## config.mk

```make
export PLATFORM = sky130hd
export DESIGN_NAME = alu_issue_ctrl
export DESIGN_NICKNAME = d
export VERILOG_FILES = /design/src/rtl/alu_issue_ctrl_pkg.sv /design/src/rtl/alu_cmd_fifo.sv /design/src/rtl/alu_issue_ctrl.sv
export SDC_FILE = /design/constraint.sdc
export NUM_CORES = 1
export LEC_CHECK = 0
export CAP_MARGIN = 20
export CORE_MARGIN = 5
export CORE_UTILIZATION = 55
export CTS_BUF_LIST = sky130_fd_sc_hd__clkbuf_4 sky130_fd_sc_hd__clkbuf_8
export DETAILED_ROUTE_END_ITERATION = 7
export PLACE_DENSITY = 0.81
export SETUP_SLACK_MARGIN = 0.02
export SYNTH_ARGS = -nofsm -noshare
export SYNTH_HDL_FRONTEND = slang
export SYNTH_SLANG_ARGS = --single-unit
```

## constraint.sdc

```tcl
create_clock -name aclk -period 2.65 [get_ports aclk]
set_clock_uncertainty 0.15 [all_clocks]
set_input_delay 0.6625 -clock aclk [delete_from_list [all_inputs] [get_ports aclk]]
set_output_delay 0.6625 -clock aclk [all_outputs]
set_load 0.01 [all_outputs]
```

## src/rtl/alu_issue_ctrl_pkg.sv

```systemverilog
// Shared widths and FSM encoding for the ALU issue/retire stage.
package alu_issue_ctrl_pkg;
  localparam int W   = 13;
  localparam int OPW = 3;

  typedef enum logic [1:0] {
    IDLE = 2'd0,
    WAIT = 2'd1,
    RESP = 2'd2
  } state_t;
endpackage

```

## src/rtl/alu_cmd_fifo.sv

```systemverilog
// Command FIFO; pointers carry an extra wrap bit so full and empty are distinguishable.
module alu_cmd_fifo
  import alu_issue_ctrl_pkg::*;
#(
  parameter int DW    = 2 * alu_issue_ctrl_pkg::W + alu_issue_ctrl_pkg::OPW,
  parameter int DEPTH = 4
) (
  input  logic          aclk,
  input  logic          areset,
  input  logic          push,
  input  logic          pop,
  input  logic [DW-1:0] din,
  output logic [DW-1:0] dout,
  output logic          full,
  output logic          empty
);
  localparam int AW = $clog2(DEPTH);

  logic [AW:0]   wr_ptr;
  logic [AW:0]   rd_ptr;
  logic [DW-1:0] mem [DEPTH];
  logic          do_push;
  logic          do_pop;

  assign empty   = (wr_ptr == rd_ptr);
  assign full    = (wr_ptr[AW] != rd_ptr[AW]) && (wr_ptr[AW-1:0] == rd_ptr[AW-1:0]);
  assign dout    = mem[rd_ptr[AW-1:0]];
  assign do_push = push && !full;
  assign do_pop  = pop && !empty;

  always_ff @(posedge aclk or posedge areset) begin
    if (areset) begin
      wr_ptr <= '0;
      rd_ptr <= '0;
    end else begin
      if (do_push) wr_ptr <= wr_ptr + 1'b1;
      if (do_pop)  rd_ptr <= rd_ptr + 1'b1;
    end
  end

  // Storage needs no reset; the pointers alone define what is valid.
  always_ff @(posedge aclk) begin
    if (do_push) mem[wr_ptr[AW-1:0]] <= din;
  end
endmodule

```

## src/rtl/alu_issue_ctrl.sv

```systemverilog
// Issues buffered commands to the ALU one at a time and returns tagged responses.
//   state | meaning
//   IDLE  | no command in flight, waiting for FIFO data
//   WAIT  | operands on ALU, latency counter running
//   RESP  | response held until consumer accepts
module alu_issue_ctrl #(
  parameter int W       = alu_issue_ctrl_pkg::W,
  parameter int OPW     = alu_issue_ctrl_pkg::OPW,
  parameter int DEPTH   = 4,
  parameter int ALU_LAT = 1
) (
  input  logic           aclk,
  input  logic           areset,
  input  logic           cmd_valid,
  output logic           cmd_ready,
  input  logic [W-1:0]   cmd_x,
  input  logic [W-1:0]   cmd_y,
  input  logic [OPW-1:0] cmd_op,
  output logic [W-1:0]   alu_x,
  output logic [W-1:0]   alu_y,
  output logic [OPW-1:0] alu_opcode,
  input  logic [W-1:0]   alu_result,
  input  logic           alu_status,
  output logic           rsp_valid,
  input  logic           rsp_ready,
  output logic [W-1:0]   rsp_result,
  output logic           rsp_status,
  output logic [OPW-1:0] rsp_op,
  output logic           busy
);
  import alu_issue_ctrl_pkg::*;

  localparam int CW = $clog2(ALU_LAT + 1);
  localparam int DW = 2 * W + OPW;

  state_t        state;
  state_t        state_nxt;
  logic [CW-1:0] cnt;
  logic          cnt_tc;
  logic          push;
  logic          pop;
  logic          fifo_full;
  logic          fifo_empty;
  logic [DW-1:0] head;

  alu_cmd_fifo #(.DW(DW), .DEPTH(DEPTH)) u_fifo (
    .aclk   (aclk),
    .areset (areset),
    .push   (push),
    .pop    (pop),
    .din    ({cmd_x, cmd_y, cmd_op}),
    .dout   (head),
    .full   (fifo_full),
    .empty  (fifo_empty)
  );

  // No pass-through: a full FIFO refuses even when a pop is happening.
  assign cmd_ready = !fifo_full;
  assign push      = cmd_valid && cmd_ready;
  assign cnt_tc    = (cnt == CW'(1));
  assign busy      = (state != IDLE) || !fifo_empty;

  always_comb begin
    state_nxt = state;
    pop       = 1'b0;
    case (state)
      IDLE: begin
        if (!fifo_empty) begin
          pop       = 1'b1;
          state_nxt = WAIT;
        end
      end
      WAIT: begin
        if (cnt_tc) state_nxt = RESP;
      end
      RESP: begin
        if (rsp_ready) begin
          if (!fifo_empty) begin
            pop       = 1'b1;
            state_nxt = WAIT;
          end else begin
            state_nxt = IDLE;
          end
        end
      end
      default: state_nxt = IDLE;
    endcase
  end

  always_ff @(posedge aclk or posedge areset) begin
    if (areset) begin
      state      <= IDLE;
      cnt        <= '0;
      alu_x      <= '0;
      alu_y      <= '0;
      alu_opcode <= '0;
      rsp_valid  <= 1'b0;
      rsp_result <= '0;
      rsp_status <= 1'b0;
      rsp_op     <= '0;
    end else begin
      state <= state_nxt;
      if (pop) begin
        {alu_x, alu_y, alu_opcode} <= head;
        cnt <= CW'(ALU_LAT);
      end else if (state == WAIT) begin
        cnt <= cnt - CW'(1);
      end
      if (state == WAIT && cnt_tc) begin
        rsp_valid  <= 1'b1;
        rsp_result <= alu_result;
        rsp_status <= alu_status;
        rsp_op     <= alu_opcode;
      end else if (state == RESP && rsp_ready) begin
        rsp_valid <= 1'b0;
      end
    end
  end
endmodule

```

Yosys cells after proc, flatten, opt, wreduce, memory -nomap -nowiden
Memories as Yosys holds them, arrays and structs flattened. A register that Yosys moved wholly into a read port is not among the register bits.
Index checks and enable logic that the tools add are counted.
{ "totals": {"ram_bits": 116, "word_cells": 48, "memories": 1, "register_bits": 27, "output_inout_bits": 49} }
{ "memory_table": {"columns": ["memory", "depth", "word_bits", "rd", "rd_ports_with_merged_regs", "write_ports", "line", "text"], "rows": [
  ["u_fifo.mem", 4, 29, 1, 1, 1, "alu_cmd_fifo.sv:21", "logic [DW-1:0] mem [DEPTH];"]
]} }
{ "op_classes": {"reduce_logical": 14, "n_mux": 14, "n_eq_ne": 8, "add_sub_neg": 3} }
{ "op_table": {"columns": ["cell", "count"], "rows": [
  ["$mux W1", 9],
  ["$add A3 B1 Y3 const B", 2],
  ["$logic_and A1 B1 Y1", 6],
  ["$mux W2", 3],
  ["$ne A2 B2 Y1 const B", 3],
  ["$pmux W2 S3", 1],
  ["$reduce_bool A2 Y1", 3],
  ["$eq A3 B3 Y1", 1],
  ["$reduce_and A3 Y1", 1],
  ["$eq A2 B1 Y1 const B", 1],
  ["$eq A2 B2 Y1", 1],
  ["$eq A2 B2 Y1 const B", 1],
  ["$logic_not A1 Y1", 2],
  ["$logic_not A2 Y1", 1],
  ["$pmux W1 S2", 1],
  ["$logic_or A1 B1 Y1", 1],
  ["$ne A1 B1 Y1", 1],
  ["$sub A1 B1 Y1 const B", 1]
]} }

Logic depth before layout (Yosys ltp)
Gate-level depths: netlist of the first run.
{ "logic_depth": {"depth_word": 7, "mapped_depth": 6, "ltp_nobuf": 4} }

By module
Synthesis of the first run repeated with hierarchy kept, for this count alone.
{ "unflattened": {"cells_unflattened": 323, "hier_area_um2": 6676.4} }
{ "by_module_without_submodules": {"columns": ["mod", "area_each_um2", "cells_each", "seq_area_each_um2", "instances"], "rows": [
  ["alu_cmd_fifo", 4702.0, 202, 3633.5, 1],
  ["alu_issue_ctrl", 1974.4, 121, 1251.2, 1]
]} }

Worst setup path after synthesis of the first run
Ideal clock, no wire load.
{ "synth_path": {"path_kind": "reg-to-reg", "from": "register u_fifo.wr_ptr[2]", "to": "memory u_fifo.mem[3][0] in the netlist's numbering (enable)", "period_less_slack_ns": 2.326, "arrival_time_ns": 1.786, "path_stages_with_launch": 4, "path_slack_ns": 0.324, "setup_ns": 0.390, "n_path_buf": 0, "t_required_ns": 2.110, "cell_sequence": "dfrtp_1 > xnor2_1 > nand3b_1 > and3_1"} }
{ "synth_via": {"elab_chain_len": 7} }
{ "synth_rtl": {"columns": ["item", "line", "text"], "rows": [
  ["start: declaration", "alu_cmd_fifo.sv:19", "logic [AW:0] wr_ptr;"],
  ["start signal: assignment", "alu_cmd_fifo.sv:36", "if (do_push) wr_ptr <= wr_ptr + 1'b1;"],
  ["$ne A1 B1 Y1 *", "alu_cmd_fifo.sv:26", "assign full = (wr_ptr[AW] != rd_ptr[AW]) && (wr_ptr[AW-1:0] == rd_ptr[AW-1:0]);"],
  ["$logic_and A1 B1 Y1 *", "alu_cmd_fifo.sv:26", null],
  ["$logic_not A1 Y1 *", "alu_issue_ctrl.sv:58", "assign cmd_ready = !fifo_full;"],
  ["net cmd_ready", "alu_issue_ctrl.sv:15", "output logic cmd_ready,"],
  ["$logic_and A1 B1 Y1", "alu_issue_ctrl.sv:59", "assign push = cmd_valid && cmd_ready;"],
  ["$logic_and A1 B1 Y1 *", "alu_cmd_fifo.sv:28", "assign do_push = push && !full;"],
  ["$mux W1 *", "alu_cmd_fifo.sv:43", "if (do_push) mem[wr_ptr[AW-1:0]] <= din;"],
  ["$mux W1 (implied by the code) *", "alu_cmd_fifo.sv:43", null],
  ["end: declaration", "alu_cmd_fifo.sv:21", null]
]} }
The timed path passes the listed nets; every way through them passes the cells marked *.

Final worst setup path of the first run
{ "layout_path": {"from": "register u_fifo.wr_ptr[0]", "to": "output busy"} }
{ "layout_via": {"elab_chain_len": 3} }
{ "layout_rtl": {"columns": ["item", "line", "text"], "rows": [
  ["$eq A3 B3 Y1", "alu_cmd_fifo.sv:25", "assign empty = (wr_ptr == rd_ptr);"],
  ["$logic_not A1 Y1", "alu_issue_ctrl.sv:61", "assign busy = (state != IDLE) || !fifo_empty;"],
  ["$logic_or A1 B1 Y1", "alu_issue_ctrl.sv:61", null],
  ["end: declaration", "alu_issue_ctrl.sv:29", "output logic busy"]
]} }
Every way passes these cells.

==> results of run 1 <==
## power breakdown
part | total, W | internal (W) | switching, W | leakage, nW
sequential | 0.00419 | 0.00379 | 0.000399 | 1.71
combinational | 0.00370 | 0.00211 | 0.00159 | 1.01
clock | 0.00179 | 0.000867 | 0.000921 | 0.194
total | 0.00969 | 0.00677 | 0.00291 | 2.92
## final cells by class
class,count,area share
clock buffer,18,0.0298
timing repair buffer,112,0.140
inverter,4,0.00185
clock inverter,14,0.0196
sequential,172,0.603
multi-input combinational,111,0.184
tap,143,0.0221
## worst reg2reg max path: cells and delay by family (launching register included)
kind | cells | cell delay [ns]
flip-flops | 1 | 0.39
buffers and inverters | 1 | 0.52
multiplexers | 2 | 0.93
## worst max path at each step
stage                  endpoint  depth (start not counted)  slack, ns             start
2_1_floorplan  u_fifo.mem[3][0]                          3       0.32  u_fifo.wr_ptr[2]
3_3_place_gp           alu_y[3]                          5       0.18         rsp_ready
3_5_place_dp           alu_y[9]                          5       0.17         rsp_ready
4_1_cts               cmd_ready                          3      0.001  u_fifo.wr_ptr[2]
5_1_grt                    busy                          4       0.13  u_fifo.wr_ptr[1]
6_report                   busy                          4       0.24  u_fifo.wr_ptr[0]
## per-layer routing
metal  track usage  vias to the layer above  part of all wire
li1              -                     1415                 -
met1         0.223                     1685              0.41
met2         0.281                      122              0.51
met3        0.0639                        8             0.069
met4        0.0366                        0            0.0053
met5             0                        -                 0
## cells by family (layout without fill, tap and decap cells)
family / after synthesis / after routing / share of synthesized area
multiplexers: 77 / 77 / 0.186
buffers and inverters: 15 / 148 / 0.0132
AO/OA/AOI/OAI: 4 / 4 / 0.00681
XOR/XNOR: 7 / 7 / 0.00954
AND/OR/NAND/NOR: 18 / 18 / 0.0154
flip-flops: 172 / 172 / 0.760
adder cells (fa/ha/maj): 5 / 5 / 0.00973
## cell usage in the layout, fill, tap and decap left out
cell             synthesis  layout
inv_2                    0       1
a21oi_1                  2       2
nand2_1                  4       4
xnor2_2                  0       3
a311oi_4                 1       1
inv_6                    0       4
buf_12                   0       4
bufinv_16                0       2
clkinv_1                 0       1
clkbuf_4                 0       1
buf_4                    0      13
xor2_1                   2       2
ha_1                     5       5
mux2_2                  21      21
dfrtp_1                 56      54
clkinvlp_4               0       3
o31ai_1                  1       1
nand3b_1                 1       1
inv_8                    0       1
mux2_1                  27      27
edfxtp_1               116     116
clkdlybuf4s50_1          0      93
dfrtp_2                  0       2
nor2_1                   2       2
and3_2                   0       4
clkbuf_8                 0      17
or3_1                    1       1
dlygate4sd2_1            0       1
inv_1                    4       3
xnor2_1                  5       2
nand4_1                  1       1
or2_2                    1       1
dlymetal6s2s_1           0       1
clkinv_4                 0       3
nor2b_1                  4       4
mux4_2                  29      29
## state kept, by name (all words and copies together), names as in the netlist
signal / flops
alu_x: 13
u_fifo.mem: 116
state: 2
rsp_result: 13
rsp_op: 3
u_fifo.rd_ptr: 3
rsp_status: 1
rsp_valid: 1
cnt: 1
alu_opcode: 3
u_fifo.wr_ptr: 3
alu_y: 13
## metrics by stage
step,power (W),cells
floorplan,0.00634,298
global placement,0.00781,541
detailed placement,0.00797,541
finish,0.00969,574
global route,0.0102,574
CTS,0.00980,574
## what timing repair did
item	in CTS	in global routing
hold endpoints to repair	0	0
pin swaps	0	0
buffers inserted	1	0
setup endpoints to repair	2	1
resized for setup	3	3
==> flow_metrics.env, run 1 <==
export IMPL_status="finished, final reports clean"
export IMPL_setup_viol=0
export IMPL_synthFlopType="edfxtp_1"
export IMPL_place_area_sq_um=7670
export IMPL_maxSlewViolCount=0
export IMPL_grt_max_degree=39
export IMPL_start_util=0.563
export IMPL_hold_ws_ns=0.343
export IMPL_fin_crit_sh=0.909
export IMPL_fin_area_sq_um=8100
export IMPL_hold_path_cell_count=1
export IMPL_synth_area_leader_cell="edfxtp_1"
export IMPL_min_from="alu_x[4]"
export IMPL_slew_headroom=0.478
export IMPL_ys_seq_area_frac=0.760
export IMPL_routed_via_density=5.63
export IMPL_crit_family="flip-flops"
export IMPL_hold_buffers=0
export IMPL_synth_seq_cells=172
export IMPL_clock_latency_ns=0.43
export IMPL_cpPeakStageDelay_ns=0.46
export IMPL_ioPinCount=96
export IMPL_cp_cell_sequence="xnor2_2 > buf_4 > nand4_1 > dlygate4sd2_1"
export IMPL_grt_ovfl_total=0
export IMPL_dieArea_sq_um=14000
export IMPL_syn_cell_area_sq_um=6430
export IMPL_cts_buffers=17
export IMPL_clkTransAtPathRegs_ns=0.09
export IMPL_n_fill_cell=714
export IMPL_power_density_nw_per_um2=1200
export IMPL_dieWidth_um=118
export IMPL_worst_pin_slew_ns=0.781
export IMPL_worst_path_buf_inv=2
export IMPL_layout_setup_ws_ns=0.242
export IMPL_antenna_found_initial=0
export IMPL_worstSetupPathType="reg2out"
export IMPL_whs_endpoint="alu_x[4]"
export IMPL_avgSynthCellArea_sq_um=21.6
export IMPL_r2r_start="u_fifo.rd_ptr[0]"
export IMPL_worst_r2r_endpoint="alu_y[11]"
export IMPL_multiInputGateArea_sq_um=1490
export IMPL_wirelength_um=11500
export IMPL_core_sq_um=11400
export IMPL_firstDrtPassIters=5
export IMPL_synthCells=298
export IMPL_synth_top_area_share=0.542
export IMPL_synth_common_cells="edfxtp_1 (116), dfrtp_1 (56), mux4_2 (29)"
export IMPL_clock_fmax_ghz=0.415
export IMPL_cap_violations=0
export IMPL_setup_tns_ns=0
export IMPL_r2r_cells=3
export IMPL_syn_to_final_growth_pct=26.0
export IMPL_hold_path_class="reg2reg"
export IMPL_syn_nets=350
export IMPL_worst_path_max_fanout=5
export IMPL_ir_drop_v=0.000701
export IMPL_required_ns=1.84
export IMPL_num_vias=3230
export IMPL_yosysWarningCount=0
export IMPL_num_rows=39
export IMPL_dieHeight_um=118
export IMPL_hpwl_um=7540
export IMPL_tritoncts="done"
export IMPL_crit_slowest_cell="dfrtp_2"
export IMPL_clock_sinks=172
export IMPL_post_route_util=0.709
export IMPL_synthArstFlopShare=0.326
export IMPL_grt_pass1_vias=3462
export IMPL_gp_congestion=0.739
export IMPL_hold_viol=0
export IMPL_rsz0062_at_grt="false"
export IMPL_diodes=0
export IMPL_crit_path_end_kind="output port"
export IMPL_p_leak_nw=2.92
export IMPL_grt_total_usage=0.172
export IMPL_arrival_ns=1.60
export IMPL_nets=470
export IMPL_htreeDepth=4
export IMPL_synth_distinct_cells=23
export IMPL_critPathLaunchType="flip-flop"
export IMPL_register_area_sq_um=4890
export IMPL_synth_edf_count=116
export IMPL_clock_path_buffers=2
export IMPL_root_buffer="clkbuf_8"
export IMPL_synth_most_common_cell="edfxtp_1"
export IMPL_drc=0
export IMPL_portBuffers=95
export IMPL_antenna_left=0
export IMPL_preCtsSetupSlack_ns=0.171
export IMPL_reg2reg_slack_ns=0.55
export IMPL_grt_pass1_wl_um=18500
export IMPL_layout_drive_gt1_share=0.255
export IMPL_synthTopCellsByArea="edfxtp_1 (54%), dfrtp_1 (22%), mux4_2 (10%), mux2_1 (4.7%), mux2_2 (3.7%)"
export IMPL_drtIter0Drc=187
export IMPL_min_period_ns=2.41
export IMPL_wl_per_cell_um=20.1
(Power assumes the default switching activity.)
==> inputs of run 2 (changes only) <==
Settings changed: RECOVER_POWER set to 100.
==> flow_metrics.env, run 2 (same netlist as run 1, synthesis figures left out) <==
export IMPL_post_route_util=0.703
export IMPL_fin_crit_sh=0.922
export IMPL_worstSetupPathType="reg2out"
export IMPL_clock_fmax_ghz=0.409
export IMPL_fin_total_pwr_w=0.00939
export IMPL_layout_commonest_cell="edfxtp_1"
export IMPL_dieHeight_um=118
export IMPL_dp_cells=541
export IMPL_largest_reg_flops=116
export IMPL_ioPinCount=96
export IMPL_maxSlewViolCount=0
export IMPL_seqPwrFrac=0.444
export IMPL_fin_area_sq_um=8030
export IMPL_crit_path_end_kind="output port"
export IMPL_instances_no_fill=575
export IMPL_drtIter0Drc=199
export IMPL_n_fill_cell=730
export IMPL_root_buffer="clkbuf_8"
export IMPL_critPathLaunchType="flip-flop"
export IMPL_swShare=0.306
export IMPL_p_sw_w=0.00287
export IMPL_min_period_ns=2.44
export IMPL_layout_drive_gt1_share=0.237
export IMPL_hpwl_um=7540
export IMPL_clock_path_buffers=2
export IMPL_worst_path_max_fanout=2
export IMPL_clkTransAtPathRegs_ns=0.09
export IMPL_portBuffers=95
export IMPL_required_ns=1.84
export IMPL_num_vias=3202
export IMPL_cpPeakStageDelay_ns=0.43
export IMPL_grt_total_usage=0.172
export IMPL_hold_path_class="reg2reg"
export IMPL_syn_to_final_growth_pct=24.8
export IMPL_antenna_left=0
export IMPL_grt_max_degree=39
export IMPL_clock_latency_ns=0.44
export IMPL_grt_pass1_vias=3462
export IMPL_tritoncts="done"
export IMPL_drc=0
export IMPL_routed_via_density=5.57
export IMPL_ir_drop_v=0.000654
export IMPL_dieArea_sq_um=14000
export IMPL_slew_headroom=0.414
export IMPL_start_util=0.563
export IMPL_num_rows=39
export IMPL_power_frac_comb=0.366
export IMPL_antenna_found_initial=0
export IMPL_hold_viol=0
export IMPL_clock_sinks=172
export IMPL_cap_violations=0
export IMPL_arrival_ns=1.63
export IMPL_layout_common_cells="edfxtp_1 (116), dlygate4sd3_1 (78), dfrtp_1 (54)"
export IMPL_cts_buffers=17
export IMPL_core_sq_um=11400
export IMPL_nets=470
export IMPL_gp_congestion=0.739
export IMPL_hold_buffers=0
export IMPL_grt_ovfl_total=0
export IMPL_p_int_w=0.00652
export IMPL_worst_pin_slew_ns=0.878
export IMPL_dieWidth_um=118
export IMPL_status="finished, final reports clean"
export IMPL_crit_slowest_cell="dfrtp_1"
export IMPL_wirelength_um=11500
export IMPL_power_density_nw_per_um2=1170
export IMPL_setup_tns_ns=0
export IMPL_p_leak_nw=2.90
export IMPL_firstDrtPassIters=4
export IMPL_cp_cell_sequence="xnor2_1 > buf_4 > nand4_1 > dlygate4sd2_1"
export IMPL_htreeDepth=4
export IMPL_wl_per_cell_um=20.0
export IMPL_place_area_sq_um=7670
export IMPL_grt_pass1_wl_um=18500
export IMPL_clkPwrFrac=0.190
export IMPL_setup_viol=0
export IMPL_rsz0062_at_grt="false"
[run 2: power by group through the flow]
stage / sequential [W] / clock [W] / combinational [W]
2_1_floorplan: 0.00432 / 0 / 0.00202
3_3_place_gp: 0.00418 / 0 / 0.00362
3_5_place_dp: 0.00423 / 0 / 0.00373
4_1_cts: 0.00419 / 0.00183 / 0.00378
5_1_grt: 0.00427 / 0.00195 / 0.00373
6_report: 0.00417 / 0.00179 / 0.00343
[run 2: what timing repair did]
item	4_1_cts	5_1_grt
resized for setup	3	3
setup endpoints to repair	2	1
buffers inserted	1	0
[run 2: area by class of cell]
cell class                 instances  area [sq um]  area share
sequential                       172          4890       0.609
multi-input combinational        111          1470       0.183
timing repair buffer             112          1070       0.134
clock buffer                      18           241      0.0301
tap                              143           179      0.0223
clock inverter                    14           159      0.0198
inverter                           4          15.0     0.00187
antenna                            1          2.50    0.000312
[run 2: per-stage QoR]
stage	hold WS, ns	setup WS (ns)
6_report	0.338	0.206
5_1_grt	0.367	0.0709
4_1_cts	0.350	0.00115
3_5_place_dp	0.326	0.171
3_3_place_gp	0.325	0.182
2_1_floorplan	0.312	0.324
[run 2: path summary, 6_finish.rpt]
path	from	to	slack [ns]	cells after the start
max in group asynchronous	areset	u_fifo.rd_ptr[0]	0.96	3
setup reg to reg	u_fifo.wr_ptr[2]	u_fifo.mem[3][5]	0.21	5
hold / removal	alu_x[4]	alu_x[4]	0.34	1
hold reg to reg	alu_x[4]	alu_x[4]	0.34	1
setup / recovery	u_fifo.wr_ptr[2]	busy	0.21	4
min in group asynchronous	areset	alu_x[10]	0.68	2
[run 2: critical path: cells and delay by family, from the launching register on]
family	cells	cell delay, ns
AND/OR/NAND/NOR	1	0.07
flip-flops	1	0.43
buffers and inverters	2	0.48
XOR/XNOR	1	0.24
[run 2: metal layers]
metal	track usage	vias up	wire length, um
met2	0.281	129	5840
met1	0.223	1646	4690
met5	0	-	0
met3	0.0639	9	899
li1	-	1418	-
met4	0.0366	0	67
==> inputs of run 3 (changes only) <==
Settings changed: CORE_MARGIN 5 to unset.
==> flow_metrics.env, run 3 (same netlist as run 1, synthesis figures left out) <==
export IMPL_clock_sinks=172
export IMPL_rsz0062_at_grt="false"
export IMPL_grt_ovfl_total=0
export IMPL_gp_congestion=0.698
export IMPL_busiest_layer="met2"
export IMPL_min_period_ns=2.55
export IMPL_clkTransAtPathRegs_ns=0.08
export IMPL_num_vias=3144
export IMPL_worst_pin_slew_ns=0.957
export IMPL_drtIter0Drc=130
export IMPL_required_ns=2.82
export IMPL_root_buffer="clkbuf_8"
export IMPL_antenna_found_initial=1
export IMPL_cap_violations=0
export IMPL_layout_drive_gt1_share=0.236
export IMPL_clock_latency_ns=0.44
export IMPL_nets=471
export IMPL_htreeDepth=4
export IMPL_hold_buffers=0
export IMPL_worst_path_max_fanout=20
export IMPL_clock_path_buffers=2
export IMPL_largest_reg_flops=116
export IMPL_grt_max_degree=32
export IMPL_dieWidth_um=110
export IMPL_core_sq_um=11400
export IMPL_arrival_ns=2.72
export IMPL_use_met1=0.250
export IMPL_use_met3=0.0664
export IMPL_dieArea_sq_um=12100
export IMPL_worstSetupPathType="in2reg"
export IMPL_critPathLaunchType="input port"
export IMPL_ir_drop_v=0.000617
export IMPL_start_util=0.563
export IMPL_grt_pass1_vias=3262
export IMPL_fin_area_sq_um=7960
export IMPL_dp_cells=543
export IMPL_ioPinCount=96
export IMPL_drc=0
export IMPL_power_density_nw_per_um2=1150
export IMPL_crit_path_end_kind="flip-flop"
export IMPL_fin_total_pwr_w=0.00917
export IMPL_antenna_left=0
export IMPL_syn_to_final_growth_pct=23.8
export IMPL_slew_headroom=0.362
export IMPL_clock_fmax_ghz=0.392
export IMPL_cts_buffers=17
export IMPL_met2_usage=0.337
export IMPL_firstDrtPassIters=4
export IMPL_instances_no_fill=576
export IMPL_dieHeight_um=110
export IMPL_post_route_util=0.697
export IMPL_routed_via_density=5.46
export IMPL_wl_per_cell_um=19.6
export IMPL_grt_total_usage=0.200
export IMPL_hpwl_um=7240
export IMPL_layout_common_cells="edfxtp_1 (116), dlygate4sd3_1 (78), dfrtp_1 (53)"
export IMPL_maxSlewViolCount=0
export IMPL_setup_viol=0
export IMPL_wirelength_um=11300
export IMPL_p_leak_nw=2.87
export IMPL_hold_viol=0
export IMPL_tritoncts="done"
export IMPL_grt_pass1_wl_um=16900
export IMPL_layout_commonest_cell="edfxtp_1"
export IMPL_status="finished, final reports clean"
export IMPL_setup_tns_ns=0
export IMPL_hold_path_class="reg2reg"
export IMPL_place_area_sq_um=7670
export IMPL_portBuffers=95
export IMPL_fin_crit_sh=0.963
export IMPL_num_rows=39
==> run 3: cell count changes in the layout (fill, tap and decap cells not counted), moves of 2 or more <==
cell | previous run | this run
clkinv_2 | 0 | 4
clkinv_4 | 3 | 1
clkbuf_4 | 2 | 5
clkbuf_1 | 4 | 6
inv_6 | 4 | 1
==> run 3: final cells by class <==
cell class	count	area, sq um
inverter	4	15.0
clock buffer	20	256
tap	143	179
fill	742	3460
antenna	1	2.50
multi-input combinational	111	1460
sequential	172	4890
timing repair buffer	113	1060
clock inverter	12	97.6
==> run 3: report_power, final <==
part	leakage (nW)	total [W]	internal (W)	switching [W]
Combinational	0.983	0.00337	0.00183	0.00154
Clock	0.178	0.00164	0.000763	0.000875
Sequential	1.71	0.00416	0.00380	0.000356
Total	2.87	0.00917	0.00640	0.00277
==> run 3: path summary, 6_finish.rpt <==
kind	start	endpoint	slack (ns)	cells past startpoint
worst max-delay path	rsp_ready	u_fifo.rd_ptr[1]	0.1	5
worst min-delay path	alu_x[10]	alu_x[10]	0.33	1
worst max register to register	u_fifo.wr_ptr[1]	u_fifo.rd_ptr[1]	0.19	5
worst min register to register	alu_x[10]	alu_x[10]	0.33	1
max in group asynchronous	areset	alu_y[3]	0.48	3
min in group asynchronous	areset	rsp_result[6]	0.68	2
==> run 3: metal layers <==
metal / wire, um / share of wire
met5: 0 / 0
met4: 101 / 0.0090
met3: 621 / 0.055
met2: 5760 / 0.51
met1: 4780 / 0.42
==> run 3: per-stage QoR <==
stage | setup slack, ns | hold slack (ns)
after detailed placement | 0.149 | 0.327
final | 0.0975 | 0.332
after CTS | 0.163 | 0.346
after floorplan | 0.324 | 0.312
after global routing | 0.0640 | 0.350
after global placement | 0.192 | 0.324
==> run 3: what timing repair did <==
action                                  in CTS  in global routing
endpoints found under the setup margin       2                  0
buffers inserted                             0                  0
gates resized for setup                      5                  0
==> run 3: critical path, cell delays in order <==
cell,delay [ns]
dlygate4sd3_1,0.57
nor2b_1,0.07
a311oi_1,0.48
clkbuf_2,0.54
mux2_1,0.39
